**src/rtl/lcd_spi_feeder_if.sv**
```systemverilog
// Bundle between the pixel/command generator, the LCD feeder and the byte-level SPI master.
// The feeder uses the slave view; the generator/SPI side uses the master view.
interface lcd_spi_feeder_if #(
    parameter int ADDR_W = 4
);
    logic              in_valid;
    logic              in_dc;
    logic [7:0]        in_data;
    logic              in_ready;
    logic              spi_start;
    logic [7:0]        spi_data;
    logic              spi_busy;
    logic              spi_new_data;
    logic              lcd_dc;
    logic [ADDR_W:0]   fifo_count;
    logic              idle;

    modport slave (
        input  in_valid, in_dc, in_data, spi_busy, spi_new_data,
        output in_ready, spi_start, spi_data, lcd_dc, fifo_count, idle
    );

    modport master (
        output in_valid, in_dc, in_data, spi_busy, spi_new_data,
        input  in_ready, spi_start, spi_data, lcd_dc, fifo_count, idle
    );
endinterface

```
**src/rtl/lcd_spi_feeder.sv**
```systemverilog
// Buffers {dc, byte} words in a small FIFO and hands them one at a time to the SPI master,
// holding the LCD D/C line for the whole byte and leaving an idle gap between bytes.
module lcd_spi_feeder #(
    parameter int ADDR_W     = 4,
    parameter int GAP_CYCLES = 2,
    parameter int GAP_W      = 4
) (
    input  logic               clk,
    input  logic               rst,
    lcd_spi_feeder_if.slave    bus
);
    localparam int                DEPTH    = 1 << ADDR_W;
    localparam logic [ADDR_W:0]   FULL_CNT = (ADDR_W + 1)'(DEPTH);
    localparam logic [GAP_W-1:0]  GAP_LOAD = (GAP_CYCLES == 0) ? '0 : GAP_W'(GAP_CYCLES - 1);

    typedef enum logic [1:0] {
        S_IDLE      = 2'd0,
        S_WAIT_DONE = 2'd1,
        S_GAP       = 2'd2
    } state_t;

    state_t              r_state;
    logic [8:0]          r_mem [DEPTH];
    logic [ADDR_W-1:0]   r_wr_ptr;
    logic [ADDR_W-1:0]   r_rd_ptr;
    logic [ADDR_W:0]     r_count;
    logic [GAP_W-1:0]    r_gap_cnt;
    logic                r_spi_start;
    logic [7:0]          r_spi_data;
    logic                r_lcd_dc;

    logic                w_full;
    logic                w_push;
    logic                w_pop;
    logic [8:0]          w_head;

    // in_ready comes from the registered count only, so a same-cycle pop never frees a slot.
    assign w_full = (r_count == FULL_CNT);
    assign w_push = bus.in_valid & ~w_full;
    assign w_pop  = (r_state == S_IDLE) & (r_count != '0) & ~bus.spi_busy;
    assign w_head = r_mem[r_rd_ptr];

    always_ff @(posedge clk) begin
        if (w_push) begin
            r_mem[r_wr_ptr] <= {bus.in_dc, bus.in_data};
        end
    end

    always_ff @(posedge clk or negedge rst) begin
        if (!rst) begin
            r_wr_ptr <= '0;
            r_rd_ptr <= '0;
            r_count  <= '0;
        end else begin
            if (w_push) begin
                r_wr_ptr <= r_wr_ptr + ADDR_W'(1);
            end
            if (w_pop) begin
                r_rd_ptr <= r_rd_ptr + ADDR_W'(1);
            end
            case ({w_push, w_pop})
                2'b10:   r_count <= r_count + (ADDR_W + 1)'(1);
                2'b01:   r_count <= r_count - (ADDR_W + 1)'(1);
                default: r_count <= r_count;
            endcase
        end
    end

    // spi_data and lcd_dc only change on the edge that raises spi_start.
    always_ff @(posedge clk or negedge rst) begin
        if (!rst) begin
            r_state     <= S_IDLE;
            r_spi_start <= 1'b0;
            r_spi_data  <= '0;
            r_lcd_dc    <= 1'b0;
            r_gap_cnt   <= '0;
        end else begin
            r_spi_start <= 1'b0;
            case (r_state)
                S_IDLE: begin
                    if (w_pop) begin
                        r_spi_data  <= w_head[7:0];
                        r_lcd_dc    <= w_head[8];
                        r_spi_start <= 1'b1;
                        r_state     <= S_WAIT_DONE;
                    end
                end
                S_WAIT_DONE: begin
                    if (bus.spi_new_data) begin
                        if (GAP_CYCLES == 0) begin
                            r_state <= S_IDLE;
                        end else begin
                            r_gap_cnt <= GAP_LOAD;
                            r_state   <= S_GAP;
                        end
                    end
                end
                S_GAP: begin
                    if (r_gap_cnt == '0) begin
                        r_state <= S_IDLE;
                    end else begin
                        r_gap_cnt <= r_gap_cnt - GAP_W'(1);
                    end
                end
                default: r_state <= S_IDLE;
            endcase
        end
    end

    assign bus.in_ready   = ~w_full;
    assign bus.spi_start  = r_spi_start;
    assign bus.spi_data   = r_spi_data;
    assign bus.lcd_dc     = r_lcd_dc;
    assign bus.fifo_count = r_count;
    assign bus.idle       = (r_count == '0) & (r_state == S_IDLE);
endmodule

```
**src/flat_wrapper.sv**
```systemverilog
// flat-port wrapper written by rule: the top's interface ports become plain ports
module lcd_spi_feeder_flat 
#(
    parameter int ADDR_W     = 4,
    parameter int GAP_CYCLES = 2,
    parameter int GAP_W      = 4
)
  (clk, rst, bus_in_valid, bus_in_dc, bus_in_data, bus_spi_busy, bus_spi_new_data, bus_in_ready, bus_spi_start, bus_spi_data, bus_lcd_dc, bus_fifo_count, bus_idle);
  lcd_spi_feeder_if #(.ADDR_W(ADDR_W)) bus_i ();
  input  logic clk;
  input  logic rst;
  input wire logic [$bits(bus_i.in_valid)-1:0] bus_in_valid;
  input wire logic [$bits(bus_i.in_dc)-1:0] bus_in_dc;
  input wire logic [$bits(bus_i.in_data)-1:0] bus_in_data;
  input wire logic [$bits(bus_i.spi_busy)-1:0] bus_spi_busy;
  input wire logic [$bits(bus_i.spi_new_data)-1:0] bus_spi_new_data;
  output wire logic [$bits(bus_i.in_ready)-1:0] bus_in_ready;
  output wire logic [$bits(bus_i.spi_start)-1:0] bus_spi_start;
  output wire logic [$bits(bus_i.spi_data)-1:0] bus_spi_data;
  output wire logic [$bits(bus_i.lcd_dc)-1:0] bus_lcd_dc;
  output wire logic [$bits(bus_i.fifo_count)-1:0] bus_fifo_count;
  output wire logic [$bits(bus_i.idle)-1:0] bus_idle;
  assign bus_i.in_valid = bus_in_valid;
  assign bus_i.in_dc = bus_in_dc;
  assign bus_i.in_data = bus_in_data;
  assign bus_i.spi_busy = bus_spi_busy;
  assign bus_i.spi_new_data = bus_spi_new_data;
  assign bus_in_ready = bus_i.in_ready;
  assign bus_spi_start = bus_i.spi_start;
  assign bus_spi_data = bus_i.spi_data;
  assign bus_lcd_dc = bus_i.lcd_dc;
  assign bus_fifo_count = bus_i.fifo_count;
  assign bus_idle = bus_i.idle;
  lcd_spi_feeder #(.ADDR_W(ADDR_W), .GAP_CYCLES(GAP_CYCLES), .GAP_W(GAP_W)) u_core (.clk(clk), .rst(rst), .bus(bus_i));
endmodule
```
**config.mk**
```make
export PLATFORM = sky130hd
export DESIGN_NAME = lcd_spi_feeder_flat
export DESIGN_NICKNAME = d
export VERILOG_FILES = /design/src/rtl/lcd_spi_feeder_if.sv /design/src/rtl/lcd_spi_feeder.sv /design/src/flat_wrapper.sv
export SDC_FILE = /design/constraint.sdc
export NUM_CORES = 1
export LEC_CHECK = 0
export ABC_AREA = 1
export BUFFER_PORTS_ARGS = -buffer_cell sky130_fd_sc_hd__buf_2
export CORE_MARGIN = 2
export CORE_UTILIZATION = 35
export DETAILED_ROUTE_END_ITERATION = 10
export SYNTH_ARGS = -nofsm -noshare
export SYNTH_HDL_FRONTEND = slang
export SYNTH_SLANG_ARGS = --single-unit
```
**constraint.sdc**
```tcl
create_clock -name clk -period 3.7 [get_ports clk]
set_clock_uncertainty 0.15 [all_clocks]
set_input_delay 0.925 -clock clk [delete_from_list [all_inputs] [get_ports clk]]
set_output_delay 0.925 -clock clk [all_outputs]
set_load 0.03 [all_outputs]
```
After elaboration in Yosys (flattened, before gate mapping):

Memory sizes are Yosys's and may differ from the RTL's. A register that Yosys moved wholly into a read port is not among the register bits.
Cells that the tools add are included.

* bits in writable memories: 144
* input port bits: 14
* output and inout port bits: 17
* bits in registers: 20
* memories: 1

Memory list
* u_core.r_mem: depth 16, bits a word 9, rd ports 1, clocked after Yosys merged registers in 1, write ports 1, line lcd_spi_feeder.sv:23 `logic [8:0] r_mem [DEPTH];`

* multiplexer cells: 12
* reductions and logical operators: 10
* bitwise gates (word level): 6
* equal/unequal tests: 9
* $add $sub $neg: 5

Operators by type and width (count)
* $pmux W5 S2: 1
* $add A4 B1 Y4 const B: 2
* $mux W4: 2
* $pmux W4 S2: 1
* $mux W2: 3
* $pmux W2 S3: 1
* $reduce_and A3 Y1: 2
* $add A5 B1 Y5 const B: 1
* $eq A5 B5 Y1 const B: 1
* $logic_not A5 Y1: 1
* $reduce_bool A5 Y1: 1
* $sub A5 B1 Y5 const B: 1
* $and A1 B1 Y1: 4
* $eq A2 B1 Y1 const B: 2
* $eq A2 B2 Y1 const B: 2
* $logic_not A4 Y1: 1
* $mux W1: 4
* $ne A2 B1 Y1 const B: 2
* $ne A2 B2 Y1 const B: 2
* $reduce_bool A2 Y1: 2
* $sub A4 B1 Y4 const B: 1
* $logic_not A2 Y1: 1
* $not A1 Y1: 2
* $reduce_and A2 Y1: 1
* $logic_not A1 Y1: 1

Longest topological paths before layout:

* word-level depth: 5
* gate-level depth with buffers: 15
* depth with buffers taken out: 14

Least setup slack after synthesis:

Ideal clock, no wire load.

* path type: register to register
* from: register u_core.r_count[3], in the netlist u_core.bus.fifo_count[3]
* to: register u_core.r_count[4], in the netlist u_core.bus.fifo_count[4]
* clock period less this slack: 2751 ps
* setup time: 66 ps
* arrival: 2535 ps
* slack: 949 ps
* stages on the path, launching flop included: 15
* required time: 3484 ps
* buffers on the path: 1
* cell sequence: dfrtp_1 > nor4_4 > nand2_1 > nand2_2 > buf_4 > ha_1 > xor2_1 > ha_1 > inv_1 > nand2_1 > nand3_1 > nand2_1 > xor2_1 > nand2_1 > nand2_1

* cells in the longest elaborated chain, start to end: 5
* elaborated cells on any way between the ends: 12
* classes of those cells: 2 x add/sub; 3 x eq/ne; 1 x mux; 4 x bitwise; 2 x reduce/logical

RTL lines
* start, declared: line lcd_spi_feeder.sv:26 `logic [ADDR_W:0] r_count;`
* start signal, assigned: line lcd_spi_feeder.sv:62 `2'b10: r_count <= r_count + (ADDR_W + 1)'(1);`
* start signal, assigned: line lcd_spi_feeder.sv:63 `2'b01: r_count <= r_count - (ADDR_W + 1)'(1);`
* start signal, assigned: line lcd_spi_feeder.sv:64 `default: r_count <= r_count;`
* $eq A5 B5 Y1 *: line lcd_spi_feeder.sv:38 `assign w_full = (r_count == FULL_CNT);`
* $not A1 Y1 *
* named net bus_in_ready: line flat_wrapper.sv:17 `output wire logic [$bits(bus_i.in_ready)-1:0] bus_in_ready;`
* $and A1 B1 Y1 *: line lcd_spi_feeder.sv:39 `assign w_push = bus.in_valid & ~w_full;`
* $eq A2 B1 Y1 or $eq A2 B2 Y1 (tied branches): line lcd_spi_feeder.sv:61 `case ({w_push, w_pop})`
* $pmux W5 S2 or $reduce_bool A2 Y1 (tied branches)

Mark *: on every way through the listed nets, which the timed path passes. The rest lies on a longest branch.
A chain may end at the register's enable or synchronous reset.

Worst setup path after layout:

* from: register u_core.r_count[2], in the netlist u_core.bus.fifo_count[2]
* to: register u_core.r_count[4], in the netlist u_core.bus.fifo_count[4]

* cells in the longest elaborated chain, start to end: 5
* elaborated cells on any way between the ends: 12
* classes of those cells: 2 x add/sub; 3 x eq/ne; 1 x mux; 4 x bitwise; 2 x reduce/logical

RTL lines (line)
* $reduce_bool A5 Y1 or $eq A5 B5 Y1 (tied branches): lcd_spi_feeder.sv:40, lcd_spi_feeder.sv:38
* $and A1 B1 Y1 or $not A1 Y1 (tied branches): lcd_spi_feeder.sv:40, lcd_spi_feeder.sv:39
* $and A1 B1 Y1, on equally long branches: lcd_spi_feeder.sv:40, lcd_spi_feeder.sv:39
* $eq A2 B1 Y1 or $eq A2 B2 Y1 (tied branches): lcd_spi_feeder.sv:61
* $pmux W5 S2 or $reduce_bool A2 Y1 (tied branches)

Parallel ways exist; a longest one is shown, timed or not.

==> impl_results.md <==
* Status: completed
* DR iter-0 viols at 453
* Cell count after synthesis at 777
* Die area at 23300 um2
* CTS resizes at 0
* Area overhead of the layout relative to synthesis at 13.5%
* Setup Buffers After CTS at 0
* Clock Power Share at 0.256
* Congestion Overflow GR at 0
* WS Path Type: flip-flop to flip-flop
* Avg Synthesized Cell Area at 9.95 um2
* Post-Syn Area at 7730 um2
* H-tree level count at 4
* Hold buffers post-CTS at 0
* GP Congestion at 0.792
* HPWL after DPL at 10.4 mm
* Die Wd at 153 um
* Vias in the first global route at 5009
* Final TNS setup at 0 ns
* Max stage delay on crit path at 0.44 ns
* Die Ht at 153 um
* Startpoint types: flip-flop
* DRC violations left at 0
* TritonCTS clock tree: built
* Layout net count at 843
* Post-synthesis cell type count at 27
* Fin crit period at 2.75 ns
* Global-route wire length before repair at 26.6 mm
* # diodes at 0
* Post-synth top area cell: edfxtp_1
* Final Max Slew Viols at 0
* Vias at 5139
* Avg WL per Cell at 15.0 um
* Fmax at 363 MHz
* First-pass DRT Iterations at 5
* Post-synthesis sequential area ratio at 0.653
* Final critical-path share of the clock period at 0.744
* CP Capture Type: flip-flop
* Post-route ant nets at 0
* # IOs at 31
* Max-cap check violation count at 0
* Hold Path Class: flip-flop to flip-flop
* CP max stage cell: dfrtp_1
* Tot GR Track Use at 0.148
* Logic gate share of total power at 0.349
* Top cell by count, worst path: nand2_1
* Max VDD drop at 0.349 mV
* P_sw at 2530 uW
* CP Data Required Time at 3.87 ns
* Leak at 0.00392 uW
* Largest cells by area after synthesis: edfxtp_1 56%, nand2_1 13%, dfrtp_1 9.4%, nand3_1 7.6%, inv_1 6.4%
* CP max FO at 17
* Hold WS at 0.325 ns
* Core area at 21800 um2
* Vias/cell at 4.63
* Post-Syn Nets at 801
* RSZ-0062 raised after global routing: false
* Layout cells sized above 1 at 0.108
* Worst Max-Slew Pin Slew at 0.842 ns
* Final hold vios at 0
* FP Rows at 54
* Flop pwr share at 0.395
* Total CTS buffers at 17
* Final setup fails at 0
* Synth Warn # at 0
* Worst path cell trace: nor4_4, nand2_2, nand2_2, inv_2, ha_1, xor2_1, ha_1, inv_1, nand2_1, nand3_1, nand2_1, xor2_1, nand2_1, nand2_1
* Sw frac at 0.388
* Initial antenna violation count at 0
* Slew margin rel. at 0.439
* Arr. time, crit path at 2.93 ns
* Clk slew on worst S/H paths at 0.06 ns
* Root Driver: clkbuf_16
* PD cells at 742 nW/um2
* Sink Count at 173
* Initial Utilization at 0.355
* Clk_lat worst skew at 0.43 ns
* Largest net degree at the start of global routing at 76
* Port bufs at 30
* #FFs+latches synth at 173
* Cell-internal power at 3990 uW
* Routed wire length at 16.7 mm
* Clk buf depth at 2
* Share of the synthesized area in the top cell type at 0.559
[synthesized netlist by cell type, drive strengths merged]
cell,n
nand2,263
nor3,18
xor2,5
edfxtp,144
o21ai,7
ha,10
nand3,117
clkinv,2
a21boi,1
o31ai,1
xnor2,3
a21oi,2
o22ai,1
nor4,1
o21bai,1
dfrtp,29
or2,1
clkbuf,4
inv,135
nor2,5
buf,26
nand4,1
[critical path: cells and delay by family (launching register included)]
family	cells	cell delay [ns]
simple gates	8	0.98
flops	1	0.44
buf+inv	2	0.24
xor+xnor	2	0.32
fa+ha+maj	2	0.51
[cells in the final DEF (no fill, tap or decap), drive strengths merged, types with 2 or more instances in the layout]
| master | instances |
|---|---|
| clkinvlp | 4 |
| clkbuf | 17 |
| nor2 | 5 |
| nand3 | 117 |
| nand2 | 263 |
| xnor2 | 3 |
| xor2 | 5 |
| edfxtp | 144 |
| inv | 137 |
| dfrtp | 29 |
| o21ai | 7 |
| ha | 10 |
| clkinv | 9 |
| a21oi | 2 |
| buf | 53 |
| nor3 | 18 |
[final cells by class]
cell class	instances	area [um2]
fillers	2106	13000
flip-flops and latches	173	5050
multi-input cells	437	1990
inverters	137	514
clock buffers	17	425
well taps	280	350
repair buffers	53	323
clock inverters	14	121
[sequential cells by signal (all words and copies together), names as in the netlist]
name                   cells
u_core.bus.fifo_count      5
u_core.bus.lcd_dc          1
u_core.bus.spi_data        8
u_core.bus.spi_start       1
u_core.r_gap_cnt           4
u_core.r_mem             144
u_core.r_rd_ptr            4
u_core.r_state             2
u_core.r_wr_ptr            4
[metrics by stage]
stage	cell area [um2]	std cells	power (uW)	worst slack (ns)	utilization
floorplan	7730	777	4260	0.949	-
global placement	8230	1080	4900	0.613	0.378
CTS	8780	1111	6600	0.913	0.403
finish	8780	1111	6520	0.945	0.403
global route	8780	1111	6940	0.654	0.403
detailed placement	8230	1080	4930	0.593	0.378
[path summary, 6_finish.rpt]
path | slack [ns] | from | endpoint | cells past startpoint
min in group asynchronous | 0.36 | rst | u_core.r_gap_cnt[2] | 1
max in group asynchronous | 2.57 | rst | u_core.r_rd_ptr[0] | 1
worst min-delay path | 0.33 | u_core.bus.spi_data[7] | u_core.bus.spi_data[7] | 2
worst max register to register | 0.95 | u_core.bus.fifo_count[2] | u_core.bus.fifo_count[4] | 14
worst min register to register | 0.33 | u_core.bus.spi_data[7] | u_core.bus.spi_data[7] | 2
worst max-delay path | 0.95 | u_core.bus.fifo_count[2] | u_core.bus.fifo_count[4] | 14
[power by group through the flow]
stage          Clock (uW)  Sequential [uW]  Combinational (uW)
2_1_floorplan           0             2720                1540
3_3_place_gp            0             2610                2290
3_5_place_dp            0             2610                2320
4_1_cts              1700             2570                2330
5_1_grt              1770             2610                2560
6_report             1670             2570                2280
[per-layer routing]
| layer | global-route usage | vias to the layer above | wire (um) |
|---|---|---|---|
| met4 | 0.0534 | 0 | 312 |
| met2 | 0.261 | 123 | 8420 |
| met1 | 0.181 | 2413 | 7090 |
| li1 | - | 2582 | - |
| met5 | 0 | - | 0 |
| met3 | 0.0304 | 21 | 859 |
[logic make-up after synthesis]
| group | after synthesis | share of synthesized area |
|---|---|---|
| buffers and inverters | 167 | 0.0895 |
| flip-flops | 173 | 0.653 |
| AND/OR/NAND/NOR | 406 | 0.223 |
| adder cells (fa/ha/maj) | 10 | 0.0162 |
| XOR/XNOR | 8 | 0.00906 |
| AO/OA/AOI/OAI | 13 | 0.00955 |
Note: power is estimated with default switching activity, not from simulation.
